--- src/rtl/ex_mem_buffer_if.sv ---
// EX->MEM stream bundle: EX-side entry with handshake, MEM-side head entry with handshake.
// The buffer sits on the slave modport; the surrounding pipeline drives the master modport.
`timescale 1ns/1ps
interface ex_mem_buffer_if #(
  parameter int unsigned DATA_W = 32,
  parameter int unsigned REG_W  = 5
);
  logic              in_valid;
  logic              in_ready;
  logic [DATA_W-1:0] in_result;
  logic              in_of;
  logic [2:0]        in_alu_sel;
  logic [REG_W-1:0]  in_rd;
  logic              in_reg_we;
  logic              in_mem_re;
  logic              in_mem_we;
  logic [DATA_W-1:0] in_sdata;

  logic              out_valid;
  logic              out_ready;
  logic [DATA_W-1:0] out_result;
  logic [REG_W-1:0]  out_rd;
  logic              out_reg_we;
  logic              out_mem_re;
  logic              out_mem_we;
  logic [DATA_W-1:0] out_sdata;

  modport master (
    output in_valid, in_result, in_of, in_alu_sel, in_rd, in_reg_we, in_mem_re, in_mem_we,
           in_sdata, out_ready,
    input  in_ready, out_valid, out_result, out_rd, out_reg_we, out_mem_re, out_mem_we,
           out_sdata
  );

  modport slave (
    input  in_valid, in_result, in_of, in_alu_sel, in_rd, in_reg_we, in_mem_re, in_mem_we,
           in_sdata, out_ready,
    output in_ready, out_valid, out_result, out_rd, out_reg_we, out_mem_re, out_mem_we,
           out_sdata
  );
endinterface

--- src/rtl/ex_mem_buffer.sv ---
// Two-entry elastic buffer between EX and MEM: head/skid registers, overflow trap
// qualification of reg writes, sticky overflow flag and saturating trap counter.
`timescale 1ns/1ps
module ex_mem_buffer #(
  parameter int unsigned DATA_W = 32,
  parameter int unsigned REG_W  = 5
) (
  input  logic              clk,
  input  logic              rst,
  input  logic              flush,
  input  logic              of_trap_en,
  input  logic              of_clr,
  ex_mem_buffer_if.slave    bus,
  output logic              fwd_valid,
  output logic [REG_W-1:0]  fwd_rd,
  output logic [DATA_W-1:0] fwd_data,
  output logic              of_flag,
  output logic [7:0]        of_count
);

  typedef enum logic [1:0] {StEmpty, StOne, StTwo} state_e;

  typedef struct packed {
    logic [DATA_W-1:0] result;
    logic [REG_W-1:0]  rd;
    logic              reg_we;
    logic              mem_re;
    logic              mem_we;
    logic [DATA_W-1:0] sdata;
  } entry_t;

  state_e     state_q, state_d;
  entry_t     head_q, skid_q, in_entry;
  logic       in_ready_q;
  logic       of_flag_q;
  logic [7:0] of_count_q;
  logic       push, pop, ovf, trap;

  // A flushed push is dropped entirely, including its trap side effects.
  assign push = bus.in_valid & in_ready_q & ~flush;
  assign pop  = bus.out_valid & bus.out_ready;
  assign ovf  = bus.in_of & ((bus.in_alu_sel == 3'b010) | (bus.in_alu_sel == 3'b110));
  assign trap = push & ovf & of_trap_en;

  always_comb begin
    in_entry.result = bus.in_result;
    in_entry.rd     = bus.in_rd;
    in_entry.reg_we = bus.in_reg_we & ~(ovf & of_trap_en);
    in_entry.mem_re = bus.in_mem_re;
    in_entry.mem_we = bus.in_mem_we;
    in_entry.sdata  = bus.in_sdata;
  end

  always_comb begin
    state_d = state_q;
    if (flush) begin
      state_d = StEmpty;
    end else begin
      case (state_q)
        StEmpty: if (push) state_d = StOne;
        StOne: begin
          if (push && !pop)      state_d = StTwo;
          else if (!push && pop) state_d = StEmpty;
        end
        StTwo:   if (pop) state_d = StOne;
        default: state_d = StEmpty;
      endcase
    end
  end

  always_ff @(posedge clk or posedge rst) begin
    if (rst) begin
      state_q    <= StEmpty;
      in_ready_q <= 1'b0;
      head_q     <= '0;
      skid_q     <= '0;
      of_flag_q  <= 1'b0;
      of_count_q <= 8'h00;
    end else begin
      state_q    <= state_d;
      // Registered ready keeps out_ready off any combinational path to in_ready.
      in_ready_q <= (state_d != StTwo);

      case (state_q)
        StEmpty: if (push) head_q <= in_entry;
        StOne: begin
          if (push && pop)  head_q <= in_entry;
          else if (push)    skid_q <= in_entry;
        end
        StTwo:   if (pop) head_q <= skid_q;
        default: ;
      endcase

      if (trap) begin
        of_flag_q  <= 1'b1;
        of_count_q <= of_clr ? 8'h01 : ((of_count_q == 8'hFF) ? 8'hFF : of_count_q + 8'h01);
      end else if (of_clr) begin
        of_flag_q  <= 1'b0;
        of_count_q <= 8'h00;
      end
    end
  end

  assign bus.in_ready   = in_ready_q;
  assign bus.out_valid  = (state_q != StEmpty);
  assign bus.out_result = head_q.result;
  assign bus.out_rd     = head_q.rd;
  assign bus.out_reg_we = head_q.reg_we;
  assign bus.out_mem_re = head_q.mem_re;
  assign bus.out_mem_we = head_q.mem_we;
  assign bus.out_sdata  = head_q.sdata;

  assign fwd_valid = bus.out_valid & head_q.reg_we & (head_q.rd != '0);
  assign fwd_rd    = head_q.rd;
  assign fwd_data  = head_q.result;
  assign of_flag   = of_flag_q;
  assign of_count  = of_count_q;

endmodule
--- src/flat_wrapper.sv ---
// flat-port wrapper written by rule: the top's interface ports become plain ports
module ex_mem_buffer_flat 
#(
  parameter int unsigned DATA_W = 32,
  parameter int unsigned REG_W  = 5
)
  (clk, rst, flush, of_trap_en, of_clr, fwd_valid, fwd_rd, fwd_data, of_flag, of_count, bus_in_valid, bus_in_result, bus_in_of, bus_in_alu_sel, bus_in_rd, bus_in_reg_we, bus_in_mem_re, bus_in_mem_we, bus_in_sdata, bus_out_ready, bus_in_ready, bus_out_valid, bus_out_result, bus_out_rd, bus_out_reg_we, bus_out_mem_re, bus_out_mem_we, bus_out_sdata);
  ex_mem_buffer_if #(.DATA_W(DATA_W), .REG_W(REG_W)) bus_i ();
  input  logic clk;
  input  logic rst;
  input  logic flush;
  input  logic of_trap_en;
  input  logic of_clr;
  output logic fwd_valid;
  output logic [REG_W-1:0] fwd_rd;
  output logic [DATA_W-1:0] fwd_data;
  output logic of_flag;
  output logic [7:0] of_count;
  input wire logic [$bits(bus_i.in_valid)-1:0] bus_in_valid;
  input wire logic [$bits(bus_i.in_result)-1:0] bus_in_result;
  input wire logic [$bits(bus_i.in_of)-1:0] bus_in_of;
  input wire logic [$bits(bus_i.in_alu_sel)-1:0] bus_in_alu_sel;
  input wire logic [$bits(bus_i.in_rd)-1:0] bus_in_rd;
  input wire logic [$bits(bus_i.in_reg_we)-1:0] bus_in_reg_we;
  input wire logic [$bits(bus_i.in_mem_re)-1:0] bus_in_mem_re;
  input wire logic [$bits(bus_i.in_mem_we)-1:0] bus_in_mem_we;
  input wire logic [$bits(bus_i.in_sdata)-1:0] bus_in_sdata;
  input wire logic [$bits(bus_i.out_ready)-1:0] bus_out_ready;
  output wire logic [$bits(bus_i.in_ready)-1:0] bus_in_ready;
  output wire logic [$bits(bus_i.out_valid)-1:0] bus_out_valid;
  output wire logic [$bits(bus_i.out_result)-1:0] bus_out_result;
  output wire logic [$bits(bus_i.out_rd)-1:0] bus_out_rd;
  output wire logic [$bits(bus_i.out_reg_we)-1:0] bus_out_reg_we;
  output wire logic [$bits(bus_i.out_mem_re)-1:0] bus_out_mem_re;
  output wire logic [$bits(bus_i.out_mem_we)-1:0] bus_out_mem_we;
  output wire logic [$bits(bus_i.out_sdata)-1:0] bus_out_sdata;
  assign bus_i.in_valid = bus_in_valid;
  assign bus_i.in_result = bus_in_result;
  assign bus_i.in_of = bus_in_of;
  assign bus_i.in_alu_sel = bus_in_alu_sel;
  assign bus_i.in_rd = bus_in_rd;
  assign bus_i.in_reg_we = bus_in_reg_we;
  assign bus_i.in_mem_re = bus_in_mem_re;
  assign bus_i.in_mem_we = bus_in_mem_we;
  assign bus_i.in_sdata = bus_in_sdata;
  assign bus_i.out_ready = bus_out_ready;
  assign bus_in_ready = bus_i.in_ready;
  assign bus_out_valid = bus_i.out_valid;
  assign bus_out_result = bus_i.out_result;
  assign bus_out_rd = bus_i.out_rd;
  assign bus_out_reg_we = bus_i.out_reg_we;
  assign bus_out_mem_re = bus_i.out_mem_re;
  assign bus_out_mem_we = bus_i.out_mem_we;
  assign bus_out_sdata = bus_i.out_sdata;
  ex_mem_buffer #(.DATA_W(DATA_W), .REG_W(REG_W)) u_core (.clk(clk), .rst(rst), .flush(flush), .of_trap_en(of_trap_en), .of_clr(of_clr), .bus(bus_i), .fwd_valid(fwd_valid), .fwd_rd(fwd_rd), .fwd_data(fwd_data), .of_flag(of_flag), .of_count(of_count));
endmodule
--- config.mk ---
export PLATFORM = sky130hd
export DESIGN_NAME = ex_mem_buffer_flat
export DESIGN_NICKNAME = d
export VERILOG_FILES = /design/src/rtl/ex_mem_buffer_if.sv /design/src/rtl/ex_mem_buffer.sv /design/src/flat_wrapper.sv
export SDC_FILE = /design/constraint.sdc
export NUM_CORES = 1
export LEC_CHECK = 0
export CAP_MARGIN = 10
export CORE_MARGIN = 2
export CORE_UTILIZATION = 50
export CTS_BUF_LIST = sky130_fd_sc_hd__clkbuf_8
export DETAILED_ROUTE_END_ITERATION = 8
export GPL_ROUTABILITY_DRIVEN = 0
export PLACE_DENSITY = 0.84
export SKIP_LAST_GASP = 1
export SYNTH_ARGS = -nofsm -noshare
export SYNTH_HDL_FRONTEND = slang
export SYNTH_SLANG_ARGS = --single-unit
--- constraint.sdc ---
create_clock -name clk -period 5.5 [get_ports clk]
set_input_delay 0.55 -clock clk [delete_from_list [all_inputs] [get_ports clk]]
set_output_delay 0.55 -clock clk [all_outputs]
set_load 0.02 [all_outputs]
Word-level counts from Yosys, hierarchy flattened
Cells that the tools add are included.
{"block": "word_totals", "word_cells": 68, "reg_bits": 156, "out_inout_bits": 121, "inputBits": 83}
{"block": "classes", "mux": 16, "bitwise": 14, "add_sub_neg": 1, "n_reduce_logical": 12, "n_eq_ne": 9}
{"cell": "2-to-1 mux 72 bit", "count": 3}
{"cell": "one-hot mux 72 bit (3 select lines)", "count": 1}
{"cell": "2-to-1 mux 8 bit", "count": 4}
{"cell": "AND 1 bit", "count": 10}
{"cell": "2-to-1 mux 2 bit", "count": 5}
{"cell": "adder 8 x 1 -> 8 bit (second input constant)", "count": 1}
{"cell": "== test 8 bit (second input constant)", "count": 1}
{"cell": "!= test 2 x 1 -> 1 bit (second input constant)", "count": 3}
{"cell": "one-hot mux 2 bit (3 select lines)", "count": 1}
{"cell": "nonzero test 5 bit", "count": 1}
{"cell": "AND reduction 4 bit", "count": 1}
{"cell": "nonzero test 2 bit", "count": 2}
{"cell": "== test 3 x 2 -> 1 bit (second input constant)", "count": 1}
{"cell": "== test 3 bit (second input constant)", "count": 1}
{"cell": "logical AND 1 bit", "count": 3}
{"cell": "inverter 1 bit", "count": 3}
{"cell": "AND reduction 3 bit", "count": 1}
{"cell": "nonzero test 3 bit", "count": 1}
{"cell": "== test 2 x 1 -> 1 bit (second input constant)", "count": 1}
{"cell": "== test 2 bit (second input constant)", "count": 1}
{"cell": "zero test 1 bit", "count": 2}
{"cell": "zero test 2 bit", "count": 1}
{"cell": "2-to-1 mux 1 bit", "count": 2}
{"cell": "!= test 2 bit (second input constant)", "count": 1}
{"cell": "bitwise OR 1 bit", "count": 1}

Logic depth before layout (Yosys ltp)
Gate-level depths: netlist (run 1).
{"block": "depth", "depth_word": 9, "mapped_depth": 6, "depth_no_buf": 5}

Worst setup path after synthesis (run 1)
Ideal clock, no wire load.
{"block": "synth_path", "path_kind": "input to register", "from": "input port flush", "to": "register u_core.skid_q[0] in the netlist's numbering", "required_ns": 5.375, "path_slack_ns": 3.688, "path_stages": 5, "n_path_buf": 2, "setup_time_ns": 0.125, "arrival_ns": 1.687, "cell_sequence": "nand3b_4 > or3_1 > buf_6 > buf_12 > mux2_4"}
{"block": "synth_via", "elab_chain_cells": 5}
{"element": "start: declaration", "line_no": "flat_wrapper.sv:11", "source": "input logic flush;"}
{"element": "inverter 1 bit (*)", "line_no": "ex_mem_buffer.sv:40", "source": "assign push = bus.in_valid & in_ready_q & ~flush;"}
{"element": "AND 1 bit (*)", "line_no": "ex_mem_buffer.sv:40"}
{"element": "logical AND 1 bit", "line_no": "ex_mem_buffer.sv:87", "source": "if (push && pop) head_q <= in_entry;"}
{"element": "inverter 1 bit (no line)"}
{"element": "AND reduction 3 bit (no line) (*)"}
{"element": "end signal: assignment", "line_no": "ex_mem_buffer.sv:88", "source": "else if (push) skid_q <= in_entry;"}
{"element": "end: declaration", "line_no": "ex_mem_buffer.sv:33", "source": "entry_t head_q, skid_q, in_entry;"}
Every way passes the cells marked *; elsewhere a longest branch is shown, timed or not.
A chain may end at the register's enable or synchronous reset.

Worst setup path after layout (run 1)
{"block": "layout_path", "from": "register u_core.head_q (netlist bit u_core.bus.out_rd[3])", "to": "output port fwd_valid"}
{"block": "layout_via", "elab_chain_cells": 2}
{"element": "start: declaration", "line_no": "ex_mem_buffer.sv:33"}
{"element": "start signal: assignment", "line_no": "ex_mem_buffer.sv:85", "source": "StEmpty: if (push) head_q <= in_entry;"}
{"element": "start signal: assignment", "line_no": "ex_mem_buffer.sv:87"}
{"element": "start signal: assignment", "line_no": "ex_mem_buffer.sv:90", "source": "StTwo: if (pop) head_q <= skid_q;"}
{"element": "nonzero test 5 bit", "line_no": "ex_mem_buffer.sv:113", "source": "assign fwd_valid = bus.out_valid & head_q.reg_we & (head_q.rd != '0);"}
{"element": "AND 1 bit", "line_no": "ex_mem_buffer.sv:113"}
{"element": "end: declaration", "line_no": "flat_wrapper.sv:14", "source": "output logic fwd_valid;"}
Every way passes these cells.

==> qor.txt, run 1 <==
run status - finished clean
first-pass GRT wire length - 25,700 um
# clock sinks - 156
core area - 13,900 um^2
CTS tree - yes
Die W - 124 um
Syn Area/Cell - 11.0 um^2
dominant combinational cell family by area after synthesis - multiplexers
initial antenna violation count - 0
syn_nets - 737
Async SR Flop Fraction - 100%
Hold Crit Class - reg -> reg
fraction of layout cells with a size suffix above 1 - 14.0%
hold_sp - u_core.skid_q[34]
fin crit share - 50.3%
Routed WL - 16,400 um
Slew HR - 29.4%
post-layout min period - 2770 ps
mux cell area share after synthesis - 14.7%
pre-CTS WS - 2310 ps
Simple-Gate Fraction of Synth Area - 14.4%
cell family with most CP delay - simple AND/OR/NAND/NOR gates
Crit path buffers/inverters - 1
Starting Density - 51.4%
Max Freq - 361 MHz
top-count cell post-synth - dfrtp_1
adder-cell share of the synthesized area - 0.175%
CP startpoint kind - flip-flop
Cell Pwr Density - 351 nW/um^2
RSZ-0062 raised after global routing - no
Yosys reg bits - 156
CP Data Arrival Time - 2220 ps
grt total ovfl - 0
die area - 15,300 um^2
CTS H-tree depth - 4
Fin Clk Skew - 12.7 ps
peak supply drop - 0.200 mV
Vias - 5,260
Max-cap violations - 0
GRT Total Usage - 21.6%
Yosys top cell area share - 54.5%
PortBufs - 202
Cell variety after synth - 41
DPL Wire Length - 10,600 um
CTS buffer count - 17
CTS max path bufs - 2
warnings from Yosys - 0
clock root buffer - clkbuf_8
vias in the first global route - 5,098
synthesized area - 7160 um^2
antenna cell count - 0
sequential area share after synthesis - 54.5%
Post-Synth XOR/XNOR Area - 0.122%
largest area contributor in the netlist - dfrtp_1
Most used DFF post-synth - dfrtp_1
post_cts resized - 0
Worst path max stage delay - 570 ps
Ports - 204
Die Ht - 124 um
Synth Area in Compound Gates - 7.95%
final hold violations - 0
Final Net Count - 885
Final ANT Viol Nets - 0
Worst Setup Slack, final - 2730 ps
Critical path origin - u_core.bus.out_rd[3]
largest cells by area after synthesis - dfrtp_1 54%, mux2_4 14%, nand2_1 7.8%
post-CTS setup buffers - 0
# DRC - 0
Post-CTS Hold Fix Bufs - 0
maximum fanout along the worst path - 4
Post-synth top cells - 156 x dfrtp_1, 148 x nand2_1, 80 x nor2_1
Reg clk slew, reported paths - 80 ps
worst r2r src - u_core.state_q[1]
# rows - 43
Routed WL per cell - 16.5 um
slowest CP cell - or4_1
first-pass iteration count of the detailed router - 5
Worst-Margin Slew - 1060 ps
clk_lat worst skew - 440 ps
cell count after synthesis - 653
type of the worst setup path - reg -> out
DR vias/cell - 5.29
P_leak - 4.23 nW
Setup Viol. Count Final - 0
Final Slew Violations - 0
initial DRC count - 305
Crit. End Element - output port
cell chain of the critical path - or4_1 > o211a_1 > clkdlybuf4s50_1
largest net degree at the start of global routing - 118
worst path required time - 4950 ps
Area Growth Syn to Fin - 29.9%
number of enable flip-flop cells after synthesis - 0
Setup TNS - 0 ps
-- tightest hold or removal path: cells and delay by family (launching register included) --
family / cells / cell delay [ps]
simple gates: 1 / 60
flops: 1 / 350
compound gates: 1 / 60
-- per-stage QoR --
stage               hold WS (ps)  area [um^2]  util [%]  total power [mW]  instances
finish                       499         9310      66.8              3.27        994
global route                 522         9310      66.8              3.43        994
CTS                          497         9310      66.8              3.30        994
detailed placement           480         8910      64.0              2.43        962
global placement             463         8910      64.0              2.40        962
floorplan                    449         7160         -              2.07        653
-- path summary, 6_finish.rpt --
check,to,slack (ps),cells after the start
setup reg to reg,u_core.bus.out_sdata[18],3000,5
setup / recovery,fwd_valid,2730,3
hold / removal,u_core.skid_q[34],500,2
max in group asynchronous,u_core.skid_q[39],3580,3
hold reg to reg,u_core.skid_q[34],500,2
min in group asynchronous,u_core.bus.out_result[8],740,2
-- layout make-up --
cell class | count | area, um^2
clock buffers | 17 | 234
clock inverters | 15 | 160
fillers | 1060 | 4630
inverters | 5 | 23.8
multi-input cells | 414 | 2700
flip-flops and latches | 156 | 3900
well taps | 180 | 225
repair buffers | 207 | 2060
-- cell usage in the layout, fill, tap and decap left out, types with 4 or more instances in the layout --
| cell | instances |
|---|---|
| o21ai_0 | 4 |
| dfrtp_1 | 156 |
| nand2_1 | 148 |
| buf_4 | 5 |
| mux2_4 | 68 |
| clkbuf_8 | 17 |
| a31oi_1 | 73 |
| nor2_1 | 80 |
| inv_1 | 8 |
| clkdlybuf4s50_1 | 202 |
-- registers in the layout, indices dropped and copies added, names as in the netlist --
signal / flops
u_core.bus.out_reg_we: 1
u_core.skid_q: 72
u_core.bus.out_mem_re: 1
u_core.bus.out_rd: 5
u_core.bus.out_sdata: 32
u_core.bus.out_result: 32
u_core.of_flag: 1
u_core.bus.out_mem_we: 1
u_core.state_q: 2
u_core.bus.in_ready: 1
u_core.of_count: 8
-- per-layer routing --
layer	wire [um]	global-route usage (%)	up-vias
met3	1090	5.49	21
met5	0	0	-
li1	-	-	2480
met4	233	6.68	0
met1	7170	28.7	2575
met2	7920	34.8	184
-- cell families (layout without fill, tap and decap cells) --
group / count (synthesis) / count (layout)
flip-flops: 156 / 156
multiplexers: 71 / 71
XOR/XNOR: 1 / 1
AND/OR/NAND/NOR: 253 / 253
AO/OA/AOI/OAI: 88 / 88
adder cells (fa/ha/maj): 1 / 1
buffers and inverters: 83 / 244
-- report_power, final --
| part | total (mW) | switching (mW) | internal [mW] |
|---|---|---|---|
| clock network | 0.860 | 0.420 | 0.441 |
| registers | 1.51 | 0.142 | 1.37 |
| logic | 0.897 | 0.391 | 0.506 |
| total | 3.27 | 0.953 | 2.32 |
Note: power is estimated with default switching activity, not from simulation.
==> run 2, diff against run 1 <==
- CORE_UTILIZATION: 50 -> 45
- PLACE_DENSITY: 0.84 -> 0.8
- clock period: 5.5 -> 2.5 ns (I/O delays scaled with it)
==> run 2 against run 1 <==
Register-to-register slack worse by 2300 ps. Critical endpoint unchanged. First-iteration DRC count down 14%. Cell count up 4.0%. Combinational power up 120%. Clock power up 150%.
==> qor.txt, run 2 (same netlist as run 1, synthesis figures left out) <==
run status - finished clean
GRT Total Usage - 19.6% (-1.9 points)
largest net degree at the start of global routing - 81 (-31%)
clk_lat worst skew - 440 ps (about the same)
Reg clk slew, reported paths - 80 ps (about the same)
end-of-flow core utilization - 60.5% (-6.3 points)
Reg with most FFs - u_core.skid_q
Hold Crit Class - in -> async
P_leak - 4.29 nW (+1.5%)
Routed WL per cell - 15.5 um (-6.3%)
# DRC - 0 (unchanged)
core area - 15,700 um^2 (+13%)
Worst Setup Slack, final - 261 ps (-2470 ps)
cell chain of the critical path - or4_1 > o211a_1 > dlygate4sd2_1
post-CTS setup buffers - 0 (unchanged)
vias in the first global route - 5,236 (+2.7%)
post_cts resized - 1 (+1)
commonest non-fill, non-tap cells in the layout - 201 x clkdlybuf4s50_1, 156 x dfrtp_1, 148 x nand2_1
most common cell after layout, fill and taps aside - clkdlybuf4s50_1
Final Cell Area - 9510 um^2 (+2.1%)
Fin Clk Skew - 11.4 ps (-1.26 ps)
type of the worst setup path - reg -> out
CTS buffer count - 17 (unchanged)
clock root buffer - clkbuf_8
slowest CP cell - or4_1
# clock sinks - 156 (unchanged)
Area Growth Syn to Fin - 32.7%
maximum fanout along the worst path - 4 (unchanged)
Crit. End Element - output port
final hold violations - 0 (unchanged)
Cell Pwr Density - 779 nW/um^2 (+120%)
fraction of layout cells with a size suffix above 1 - 14.8% (+0.79 points)
Vias - 5,227 (-0.63%)
Setup TNS - 0 ps (unchanged)
CTS max path bufs - 2 (unchanged)
RSZ-0062 raised after global routing - no
Die Ht - 130 um (+5.2%)
max reg flops - 72 (unchanged)
CTS H-tree depth - 4 (unchanged)
# fillers - 1,287 (+21%)
Slew HR - 40.1% (+11 points)
Ports - 204 (unchanged)
DR vias/cell - 5.06 (-4.5%)
post-layout min period - 2240 ps
Max Freq - 447 MHz
CP startpoint kind - flip-flop
Final ANT Viol Nets - 0 (unchanged)
cell family with most CP delay - simple AND/OR/NAND/NOR gates
Setup Viol. Count Final - 0 (unchanged)
Crit path buffers/inverters - 1 (unchanged)
DPL Wire Length - 10,200 um (-3.5%)
initial DRC count - 263 (-14%)
peak supply drop - 0.361 mV (+81%)
grt total ovfl - 0 (unchanged)
worst path required time - 2250 ps (-2700 ps)
initial antenna violation count - 0 (unchanged)
Starting Density - 45.6% (-5.8 points)
Worst path max stage delay - 570 ps (about the same)
CP Data Arrival Time - 1990 ps (-230 ps)
Final Slew Violations - 0 (unchanged)
die area - 16,900 um^2 (+11%)
# rows - 46 (+7.0%)
final cell count without fillers - 1,034 (+4.0%)
setup slack, reg-to-reg - 710 ps (-2290 ps)
fin crit share - 89.5%
antenna cell count - 0 (unchanged)
PortBufs - 202 (unchanged)
pre-CTS WS - 406 ps (-1900 ps)
Max-cap violations - 0 (unchanged)
first-pass iteration count of the detailed router - 4 (-1)
first-pass GRT wire length - 26,000 um (+1.3%)
Placement Cell Area - 9070 um^2 (+1.7%)
Post-CTS Hold Fix Bufs - 0 (unchanged)
placed cells - 1,002 (+4.2%)
Die W - 130 um (+5.2%)
Worst-Margin Slew - 898 ps (-161 ps)
Final Net Count - 889 (+0.45%)
Routed WL - 16,000 um (-2.5%)
CTS tree - yes
## run 2: path summary, 6_finish.rpt
kind	cells past startpoint	end	from
min in group clk	3	u_core.bus.out_result[23]	bus_in_result[23]
min	2	u_core.skid_q[46]	rst
max reg2reg	4	u_core.bus.out_result[3]	u_core.state_q[1]
min reg2reg	1	u_core.skid_q[52]	u_core.skid_q[52]
max in group asynchronous	3	u_core.bus.out_rd[4]	rst
max	3	fwd_valid	u_core.bus.out_rd[0]
## run 2: worst register-to-register path: stages, from the launching register on
cell and delay [ps]:
dfrtp_1 460, nor2b_4 200, buf_4 680, nand2_1 160, a31oi_1 210
## run 2: per-layer routing
layer  vias up  global-route usage [%]  share of wire [%]
met2       168                    31.9                 49
met5         -                       0                  0
li1       2488                       -                  -
met4         0                    7.46                1.1
met1      2558                    25.4                 44
met3        13                    5.00                6.7
## run 2: area by class of cell
| type | count | area (um^2) | area share (%) |
|---|---|---|---|
| well taps | 216 | 270 | 2.84 |
| multi-input cells | 414 | 2710 | 28.5 |
| inverters | 5 | 22.5 | 0.237 |
| repair buffers | 211 | 2160 | 22.8 |
| flip-flops and latches | 156 | 3900 | 41.1 |
| clock inverters | 14 | 193 | 2.03 |
| clock buffers | 18 | 248 | 2.61 |
## run 2: power breakdown
group	switching (mW)	internal, mW	total (mW)
clock network	0.987	1.12	2.11
registers	0.309	3.01	3.32
logic	0.852	1.13	1.98
## run 2: through the flow
| stage | hold WS (ps) | power (mW) |
|---|---|---|
| finish | 75.5 | 7.41 |
| global placement | 468 | 5.30 |
| floorplan | 316 | 4.56 |
| detailed placement | 491 | 5.35 |
| global route | 49.5 | 7.79 |
| CTS | 40.0 | 7.47 |
==> run 3, diff against run 2 <==
- CORE_MARGIN: 2 -> unset
- CTS_CLUSTER_SIZE: unset -> 10
==> run 3 against run 2 <==
Core utilization is 1.6 points higher. Design area increased by 0.41%. Worst setup slack worse by 7.8 ps. Sequential cell count did not move. Non-clock buffer count is 4 higher. Via count increased by 0.27%. Cell count unchanged. Largest cell class unchanged.
==> qor.txt, run 3 (same netlist as run 1, synthesis figures left out) <==
fin crit share - 89.9% (+0.31 points)
Final Net Count - 893 (+0.45%)
Setup Viol. Count Final - 0 (unchanged)
Final Cell Area - 9550 um^2 (+0.41%)
post_cts resized - 1 (unchanged)
die area - 16,400 um^2 (-3.0%)
Vias - 5,241 (+0.27%)
CP startpoint kind - flip-flop
type of the worst setup path - reg -> out
first-pass iteration count of the detailed router - 4 (unchanged)
GRT Total Usage - 20.9% (+1.3 points)
Worst-Margin Slew - 873 ps (-25.4 ps)
Cell Pwr Density - 761 nW/um^2 (-2.3%)
first-pass GRT wire length - 26,800 um (+2.9%)
Final ANT Viol Nets - 0 (unchanged)
Die Ht - 128 um (-1.5%)
initial DRC count - 329 (+25%)
worst path required time - 2250 ps (about the same)
peak supply drop - 0.477 mV (+32%)
Die W - 128 um (-1.5%)
core area - 15,400 um^2 (-2.2%)
fraction of layout cells with a size suffix above 1 - 15.2% (+0.41 points)
grt total ovfl - 0 (unchanged)
Slew HR - 41.8% (+1.7 points)
P_leak - 4.31 nW (+0.40%)
Routed WL per cell - 15.6 um (+0.88%)
run status - finished clean
# fillers - 1,193 (-7.3%)
post-CTS setup buffers - 0 (unchanged)
RSZ-0062 raised after global routing - no
commonest non-fill, non-tap cells in the layout - 201 x clkdlybuf4s50_1, 156 x dfrtp_1, 148 x nand2_1
Max-cap violations - 0 (unchanged)
final cell count without fillers - 1,034 (unchanged)
Reg with most FFs - u_core.skid_q
Area Growth Syn to Fin - 33.2%
Tot Pwr - 7.27 mW (-1.9%)
Final Slew Violations - 0 (unchanged)
DR vias/cell - 5.07 (+0.27%)
Routed WL - 16,100 um (+0.88%)
# clock sinks - 156 (unchanged)
Crit. End Element - output port
end-of-flow core utilization - 62.1% (+1.6 points)
Placement Cell Area - 9140 um^2 (+0.76%)
DPL Wire Length - 10,700 um (+5.0%)
post-layout min period - 2250 ps (+7.84 ps)
Post-CTS Hold Fix Bufs - 0 (unchanged)
largest net degree at the start of global routing - 75 (-7.4%)
CTS max path bufs - 2 (unchanged)
Fin Clk Skew - 10.2 ps (-1.26 ps)
CTS H-tree depth - 4 (unchanged)
Reg clk slew, reported paths - 80 ps (about the same)
maximum fanout along the worst path - 4 (unchanged)
most common cell after layout, fill and taps aside - clkdlybuf4s50_1
placed cells - 1,001 (-0.10%)
vias in the first global route - 5,195 (-0.78%)
Register-to-Register Path Depth - 5 (+1)
clk_lat worst skew - 450 ps (about the same)
PortBufs - 202 (unchanged)
Setup TNS - 0 ps (unchanged)
CTS buffer count - 17 (unchanged)
# DRC - 0 (unchanged)
Hold Crit Class - in -> async
initial antenna violation count - 1 (+1)
CP Data Arrival Time - 2000 ps (about the same)
# rows - 45 (-2.2%)
Max Freq - 445 MHz (-0.35%)
CTS tree - yes
max reg flops - 72 (unchanged)
final hold violations - 0 (unchanged)
clock root buffer - clkbuf_8
Starting Density - 46.6% (+1.0 points)
Ports - 204 (unchanged)
run 3: per-stage QoR:
stage / hold slack [ps] / setup WS, ps
2_1_floorplan: 316 / 277
3_3_place_gp: 464 / 394
3_5_place_dp: 471 / 356
4_1_cts: 95.5 / 199
5_1_grt: 124 / 171
6_report: 126 / 254
run 3: where the power goes:
group / switching [mW] / internal [mW]
Sequential: 0.316 / 3.01
Combinational: 0.854 / 1.13
Clock: 0.965 / 0.986
run 3: path summary, 6_finish.rpt:
check                                     start                        to  slack [ps]
max in group asynchronous                   rst   u_core.bus.out_sdata[0]        1690
min in group clk               bus_in_sdata[17]  u_core.bus.out_sdata[17]         390
max reg2reg                   u_core.state_q[1]  u_core.bus.out_sdata[19]         650
max                        u_core.bus.out_rd[0]                 fwd_valid         250
min                                         rst         u_core.skid_q[51]         130
min reg2reg                   u_core.skid_q[34]         u_core.skid_q[34]         490
run 3: cell type report:
| type | instances | area (um^2) | area share, % |
|---|---|---|---|
| clock inverters | 15 | 174 | 1.82 |
| diodes | 1 | 2.50 | 0.0262 |
| multi-input cells | 414 | 2700 | 28.3 |
| clock buffers | 17 | 234 | 2.45 |
| repair buffers | 215 | 2240 | 23.5 |
| inverters | 5 | 22.5 | 0.236 |
| well taps | 211 | 264 | 2.77 |
| flip-flops and latches | 156 | 3900 | 40.9 |
run 3: routing by layer:
layer  global-route usage [%]  part of all wire [%]
met1                     27.2                    45
met2                     33.2                    47
met3                     6.68                   6.5
met4                     6.78                   1.7
met5                        0                     0
run 3: worst max-delay path: stages, from the launching register on:
cell and delay [ps]:
dfrtp_1 420, or4_1 580, o211a_1 230, dlygate4sd2_1 330
